==> src/rtl/dmem_arbiter_pkg.sv <==
// rtl/dmem_arbiter_pkg.sv - shared constants and helpers for the data-memory arbiter
package dmem_arb_pkg;

    localparam logic [3:0] WE_RD = 4'b0000;
    localparam logic [3:0] WE_SB = 4'b0001;
    localparam logic [3:0] WE_SH = 4'b0011;
    localparam logic [3:0] WE_SW = 4'b1111;

    localparam logic M0 = 1'b0;
    localparam logic M1 = 1'b1;

    function automatic logic we_legal(input logic [3:0] we);
        case (we)
            WE_RD, WE_SB, WE_SH, WE_SW: return 1'b1;
            default:                    return 1'b0;
        endcase
    endfunction

endpackage

==> src/rtl/dmem_arbiter_if.sv <==
// rtl/dmem_arbiter_if.sv - requester-side port of the data-memory arbiter
interface dmem_arbiter_if #(
    parameter int ADDR_W = 10,
    parameter int DATA_W = 32
) ();
    logic              req;
    logic [ADDR_W-1:0] addr;
    logic [3:0]        we;
    logic [DATA_W-1:0] wdata;
    logic              gnt;
    logic              rvalid;
    logic [DATA_W-1:0] rdata;

    modport master (output req, addr, we, wdata, input gnt, rvalid, rdata);
    modport slave  (input req, addr, we, wdata, output gnt, rvalid, rdata);
endinterface

==> src/rtl/dmem_arbiter_rr_arb2.sv <==
// rtl/dmem_arbiter_rr_arb2.sv - two-way round-robin arbiter with optional fixed m0 priority
module rr_arb2
    import dmem_arb_pkg::*;
#(
    parameter int FIXED_PRIO = 0
) (
    input  logic clk,
    input  logic rst,
    input  logic req0,
    input  logic req1,
    output logic gnt0,
    output logic gnt1
);

    logic ptr;

    always_comb begin
        gnt0 = 1'b0;
        gnt1 = 1'b0;
        if (req0 && req1) begin
            if (FIXED_PRIO != 0 || ptr == M0) gnt0 = 1'b1;
            else                              gnt1 = 1'b1;
        end else begin
            gnt0 = req0;
            gnt1 = req1;
        end
    end

    // Pointer always moves to the master that lost (or did not ask) this cycle.
    always_ff @(posedge clk or posedge rst) begin
        if (rst)       ptr <= M0;
        else if (gnt0) ptr <= M1;
        else if (gnt1) ptr <= M0;
    end

endmodule

==> src/rtl/dmem_arbiter.sv <==
// rtl/dmem_arbiter.sv - shares the data memory between m0 and m1; DMEM_ARB_PERF_EN adds perf counters
module dmem_arbiter
    import dmem_arb_pkg::*;
#(
    parameter int ADDR_W     = 10,
    parameter int DATA_W     = 32,
    parameter int FIXED_PRIO = 0
) (
    input  logic              clk,
    input  logic              rst,
    dmem_arbiter_if.slave     m0,
    dmem_arbiter_if.slave     m1,
    output logic [ADDR_W-1:0] mem_addr,
    output logic [3:0]        mem_we,
    output logic              mem_re,
    output logic [DATA_W-1:0] mem_wdata,
    input  logic [DATA_W-1:0] mem_rdata,
    output logic              err_we
`ifdef DMEM_ARB_PERF_EN
    ,
    output logic [15:0]       perf_conflict,
    output logic [15:0]       perf_gnt0,
    output logic [15:0]       perf_gnt1
`endif
);

    logic       req0, req1, gnt0, gnt1, granted;
    logic [3:0] sel_we;
    logic       rd_issue, bad_we;
    logic       rd_pend, rd_owner;

    // Requests are masked during reset so every output reads 0 while rst is high.
    assign req0 = m0.req & ~rst;
    assign req1 = m1.req & ~rst;

    rr_arb2 #(.FIXED_PRIO(FIXED_PRIO)) u_arb (
        .clk  (clk),
        .rst  (rst),
        .req0 (req0),
        .req1 (req1),
        .gnt0 (gnt0),
        .gnt1 (gnt1)
    );

    assign m0.gnt  = gnt0;
    assign m1.gnt  = gnt1;
    assign granted = gnt0 | gnt1;

    always_comb begin
        mem_addr  = '0;
        mem_wdata = '0;
        mem_we    = WE_RD;
        mem_re    = 1'b0;
        sel_we    = WE_RD;
        if (gnt0) begin
            mem_addr  = m0.addr;
            mem_wdata = m0.wdata;
            sel_we    = m0.we;
        end else if (gnt1) begin
            mem_addr  = m1.addr;
            mem_wdata = m1.wdata;
            sel_we    = m1.we;
        end
        if (granted) begin
            if (sel_we == WE_RD)     mem_re = 1'b1;
            else if (we_legal(sel_we)) mem_we = sel_we;
        end
    end

    assign rd_issue = granted && (sel_we == WE_RD);
    assign bad_we   = granted && !we_legal(sel_we);

    always_ff @(posedge clk or posedge rst) begin
        if (rst) begin
            rd_pend  <= 1'b0;
            rd_owner <= M0;
            err_we   <= 1'b0;
        end else begin
            rd_pend  <= rd_issue;
            rd_owner <= (rd_issue && gnt1) ? M1 : M0;
            err_we   <= err_we | bad_we;
        end
    end

    assign m0.rvalid = rd_pend && (rd_owner == M0);
    assign m1.rvalid = rd_pend && (rd_owner == M1);
    assign m0.rdata  = m0.rvalid ? mem_rdata : '0;
    assign m1.rdata  = m1.rvalid ? mem_rdata : '0;

`ifdef DMEM_ARB_PERF_EN
    always_ff @(posedge clk or posedge rst) begin
        if (rst) begin
            perf_conflict <= '0;
            perf_gnt0     <= '0;
            perf_gnt1     <= '0;
        end else begin
            if (m0.req && m1.req && perf_conflict != 16'hFFFF) perf_conflict <= perf_conflict + 16'd1;
            if (gnt0 && perf_gnt0 != 16'hFFFF) perf_gnt0 <= perf_gnt0 + 16'd1;
            if (gnt1 && perf_gnt1 != 16'hFFFF) perf_gnt1 <= perf_gnt1 + 16'd1;
        end
    end
`endif

endmodule

==> src/flat_wrapper.sv <==
// flat-port wrapper written by rule: the top's interface ports become plain ports
module dmem_arbiter_flat import dmem_arb_pkg::*;
#(
    parameter int ADDR_W     = 10,
    parameter int DATA_W     = 32,
    parameter int FIXED_PRIO = 0
)
  (clk, rst, mem_addr, mem_we, mem_re, mem_wdata, mem_rdata, err_we, m0_req, m0_addr, m0_we, m0_wdata, m0_gnt, m0_rvalid, m0_rdata, m1_req, m1_addr, m1_we, m1_wdata, m1_gnt, m1_rvalid, m1_rdata);
  dmem_arbiter_if #(.ADDR_W(ADDR_W), .DATA_W(DATA_W)) m0_i ();
  dmem_arbiter_if #(.ADDR_W(ADDR_W), .DATA_W(DATA_W)) m1_i ();
  input  logic clk;
  input  logic rst;
  output logic [ADDR_W-1:0] mem_addr;
  output logic [3:0] mem_we;
  output logic mem_re;
  output logic [DATA_W-1:0] mem_wdata;
  input  logic [DATA_W-1:0] mem_rdata;
  output logic err_we;
  input wire logic [$bits(m0_i.req)-1:0] m0_req;
  input wire logic [$bits(m0_i.addr)-1:0] m0_addr;
  input wire logic [$bits(m0_i.we)-1:0] m0_we;
  input wire logic [$bits(m0_i.wdata)-1:0] m0_wdata;
  output wire logic [$bits(m0_i.gnt)-1:0] m0_gnt;
  output wire logic [$bits(m0_i.rvalid)-1:0] m0_rvalid;
  output wire logic [$bits(m0_i.rdata)-1:0] m0_rdata;
  input wire logic [$bits(m1_i.req)-1:0] m1_req;
  input wire logic [$bits(m1_i.addr)-1:0] m1_addr;
  input wire logic [$bits(m1_i.we)-1:0] m1_we;
  input wire logic [$bits(m1_i.wdata)-1:0] m1_wdata;
  output wire logic [$bits(m1_i.gnt)-1:0] m1_gnt;
  output wire logic [$bits(m1_i.rvalid)-1:0] m1_rvalid;
  output wire logic [$bits(m1_i.rdata)-1:0] m1_rdata;
  assign m0_i.req = m0_req;
  assign m0_i.addr = m0_addr;
  assign m0_i.we = m0_we;
  assign m0_i.wdata = m0_wdata;
  assign m0_gnt = m0_i.gnt;
  assign m0_rvalid = m0_i.rvalid;
  assign m0_rdata = m0_i.rdata;
  assign m1_i.req = m1_req;
  assign m1_i.addr = m1_addr;
  assign m1_i.we = m1_we;
  assign m1_i.wdata = m1_wdata;
  assign m1_gnt = m1_i.gnt;
  assign m1_rvalid = m1_i.rvalid;
  assign m1_rdata = m1_i.rdata;
  dmem_arbiter #(.ADDR_W(ADDR_W), .DATA_W(DATA_W), .FIXED_PRIO(FIXED_PRIO)) u_core (.clk(clk), .rst(rst), .m0(m0_i), .m1(m1_i), .mem_addr(mem_addr), .mem_we(mem_we), .mem_re(mem_re), .mem_wdata(mem_wdata), .mem_rdata(mem_rdata), .err_we(err_we));
endmodule
==> config.mk <==
export PLATFORM = sky130hd
export DESIGN_NAME = dmem_arbiter_flat
export DESIGN_NICKNAME = d
export VERILOG_FILES = /design/src/rtl/dmem_arbiter_pkg.sv /design/src/rtl/dmem_arbiter_if.sv /design/src/rtl/dmem_arbiter_rr_arb2.sv /design/src/rtl/dmem_arbiter.sv /design/src/flat_wrapper.sv
export SDC_FILE = /design/constraint.sdc
export NUM_CORES = 1
export LEC_CHECK = 0
export CAP_MARGIN = 10
export CORE_AREA = 3 3 93 95
export CTS_CLUSTER_SIZE = 24
export DETAILED_ROUTE_END_ITERATION = 10
export DIE_AREA = 0 0 96 98
export HOLD_SLACK_MARGIN = 0.02
export MAX_ROUTING_LAYER = met4
export PLACE_DENSITY = 0.64
export SYNTH_ARGS = -nofsm -noshare
export SYNTH_HDL_FRONTEND = slang
export SYNTH_SLANG_ARGS = --single-unit
==> constraint.sdc <==
create_clock -name clk -period 1.85 [get_ports clk]
set_input_delay 0.37 -clock clk [delete_from_list [all_inputs] [get_ports clk]]
set_output_delay 0.37 -clock clk [all_outputs]
set_load 0.005 [all_outputs]
==> impl_metrics.env <==
export IMPL_status="complete, but fails checks"
export IMPL_violations="negative setup slack"
export IMPL_ys_ff_latch=4
export IMPL_yosysUniqueCellTypes=24
export IMPL_fillers=728
export IMPL_hold_buffers=0
export IMPL_track_usage=0.199
export IMPL_seqPwrFrac=0.087
export IMPL_cts_buffers=3
export IMPL_overflow=0
export IMPL_cts_root_buffer="clkbuf_8"
export IMPL_layout_cells_non_filler=550
export IMPL_hold_ws_ps=552
export IMPL_vias=2496
export IMPL_area_delta_synth_final_pct=266
export IMPL_worst_setup_path_end_kind="output port"
export IMPL_final_setup_viol_count=49
export IMPL_dieArea_um2=9410
export IMPL_rows=32
export IMPL_sw_frac_of_total=0.317
export IMPL_ant_nets=0
export IMPL_worst_slew_pin_slew_ps=443
export IMPL_die_w_um=96
export IMPL_cts_tree="done"
export IMPL_critPathSlowestCell="dfrtp_1"
export IMPL_power_switching_uw=432
export IMPL_clk_path_buf_depth=2
export IMPL_dp_cells=507
export IMPL_syn_nets=288
export IMPL_port_buffers=243
export IMPL_wirelength_um=9600
export IMPL_diodes=0
export IMPL_power_leakage_nw=2.26
export IMPL_drive_gt1_frac=0.335
export IMPL_dr_pass1_iters=4
export IMPL_rsz0062_at_grt="true"
export IMPL_cts_max_level=1
export IMPL_slew_headroom=0.705
export IMPL_yosys_top_cells_area="a22o_1, and2_1, and3_1, dfrtp_1, clkbuf_1"
export IMPL_clk_pin_slew_worst_paths_ps=40
export IMPL_crit_required_ps=1480
export IMPL_synth_top_area_share=0.310
export IMPL_fmax_mhz=455
export IMPL_power_density_nw_per_um2=313
export IMPL_fin_ws_ps=-348
export IMPL_syn_area_um2=1190
export IMPL_combPwrFrac=0.773
export IMPL_hold_viol=0
export IMPL_synth_seq_area_share=0.0843
export IMPL_fin_crit_ps=2200
export IMPL_irDropWorstVdd_uv=182
export IMPL_cp_cell_sequence="buf_6 -> a21boi_4 -> a32oi_4 -> or2_4 -> a2111oi_4 -> buf_2"
export IMPL_min_path_type="flip-flop to flip-flop"
export IMPL_cts_sink_count=4
export IMPL_start_util=0.152
export IMPL_grt_pass1_vias=2581
export IMPL_die_h_um=98
export IMPL_vias_per_cell=4.54
export IMPL_grt_max_degree=34
export IMPL_max_stage_delay_ps=410
export IMPL_synth_area_per_cell_um2=7.42
export IMPL_fin_skew_ps=8.32
export IMPL_io_pins=244
export IMPL_layout_worst_path_cycle_share=1.19
export IMPL_synth_edff_count=0
export IMPL_gp_routability_congestion=0.828
export IMPL_nets=578
export IMPL_clockPowerShare=0.140
export IMPL_insertion_delay_ps=220
export IMPL_post_place_ws_ps=-967
export IMPL_yosysWarnings=0
export IMPL_synth_area_leader_cell="a22o_1"
export IMPL_post_dp_hpwl_um=6930
export IMPL_p_int_uw=930
export IMPL_drv_slew=0
export IMPL_dpl_cell_area_um2=3860
export IMPL_arrival_ps=1830
export IMPL_drtIter0Drc=26
export IMPL_antenna_found_initial=0
export IMPL_async_flop_share=1.00
export IMPL_grt_pass1_wl_um=14100
export IMPL_crit_fanout=4
export IMPL_maxCapViolCount=0
export IMPL_crit_type="flip-flop to output port"
export IMPL_routedWlPerCell_um=17.5
export IMPL_startpoint_type="flip-flop"
export IMPL_drcViolationCount=0
export IMPL_final_cell_area_um2=4350
export IMPL_postSynthCellCount=160
export IMPL_ys_flop_type="dfrtp_1"
export IMPL_core_region_area_um2=7810
power groups by stage:
| stage | combinational [mW] | sequential (mW) | clock [mW] |
|---|---|---|---|
| after floorplan | 0.242 | 0.120 | 0 |
| after global placement | 0.856 | 0.119 | 0 |
| after detailed placement | 0.865 | 0.119 | 0 |
| after CTS | 1.03 | 0.117 | 0.197 |
| after global routing | 1.12 | 0.120 | 0.197 |
| final | 1.05 | 0.118 | 0.190 |
layout make-up:
type | instances | area (um2) | share of cell area
Timing Repair Buffer | 304 | 2940 | 0.675
Multi-Input combinational cell | 135 | 1130 | 0.261
Tap cell | 102 | 128 | 0.0293
Sequential cell | 4 | 101 | 0.0233
Clock buffer | 3 | 41.3 | 0.00949
Inverter | 2 | 7.51 | 0.00173
registers in the layout (all words and copies together) (netlist names):
register and flops:
u_core.u_arb.ptr 1, u_core.rd_owner 1, u_core.err_we 1, u_core.rd_pend 1
worst max-delay path, delay by kind of cell, from the launching register on:
family                 cells  cell delay, ps
buffers and inverters      2             290
and+or+nand+nor            1             290
AOI/OAI and AO/OA          3             610
DFF                        1             410
kinds of logic (layout without fill, tap and decap cells):
family | Yosys count | count (layout) | synth area share
AOI/OAI and AO/OA | 54 | 54 | 0.417
DFF | 4 | 4 | 0.0843
buffers and inverters | 21 | 309 | 0.0727
and+or+nand+nor | 81 | 81 | 0.426
worst paths after layout:
check / depth (start not counted) / to / from / slack (ps)
max: 6 / mem_we[1] / u_core.u_arb.ptr / -350
min: 2 / u_core.err_we / u_core.err_we / 550
max reg2reg: 10 / u_core.rd_owner / u_core.u_arb.ptr / 120
min reg2reg: 2 / u_core.err_we / u_core.err_we / 550
max in group asynchronous: 4 / u_core.rd_owner / rst / 1150
min in group asynchronous: 4 / u_core.u_arb.ptr / rst / 580
metrics by stage:
stage,TNS (ps),utilization,total power [mW]
floorplan,0,-,0.362
global placement,-38990,0.495,0.974
detailed placement,-40830,0.495,0.983
CTS,-9960,0.559,1.35
global route,-13770,0.557,1.44
finish,-9890,0.557,1.36
per-layer routing:
metal  routed length [um]  GRT usage  part of all wire
met1                 3020      0.183              0.31
met2                 5380      0.397              0.56
met3                  980     0.0370              0.10
met4                  215     0.0569             0.022
met5                    0          -                 0
placed cells by master (no fill, tap or decap), types with 3 or more instances in the layout:
| cell | Yosys | final |
|---|---|---|
| dlygate4sd2_1 | 0 | 55 |
| buf_12 | 0 | 10 |
| buf_16 | 0 | 9 |
| buf_4 | 0 | 25 |
| nor4_2 | 0 | 3 |
| buf_2 | 5 | 41 |
| a32oi_4 | 0 | 3 |
| dfrtp_1 | 4 | 3 |
| buf_6 | 0 | 16 |
| clkbuf_2 | 1 | 13 |
| clkdlybuf4s15_2 | 0 | 7 |
| and2_1 | 33 | 33 |
| and3_1 | 32 | 32 |
| clkbuf_8 | 0 | 3 |
| a22o_1 | 42 | 42 |
| clkdlybuf4s50_1 | 0 | 125 |
timing repair:
item,4_1_cts,5_1_grt
pin swaps,13,7
cloned,12,0
buffers inserted,22,8
endpoints found under the setup margin,117,62
gates resized for setup,317,27
Yosys cell counts, types with 2 or more instances:
cell and instances:
a22o_1 42, a31oi_1 3, a32oi_1 3, and2_1 33
and3_1 32, buf_2 5, clkbuf_1 13, dfrtp_1 4
inv_1 2, nand2_1 5, nor2_1 2, nor2_2 2
nor4_1 3
Note: power is estimated with default switching activity, not from simulation.
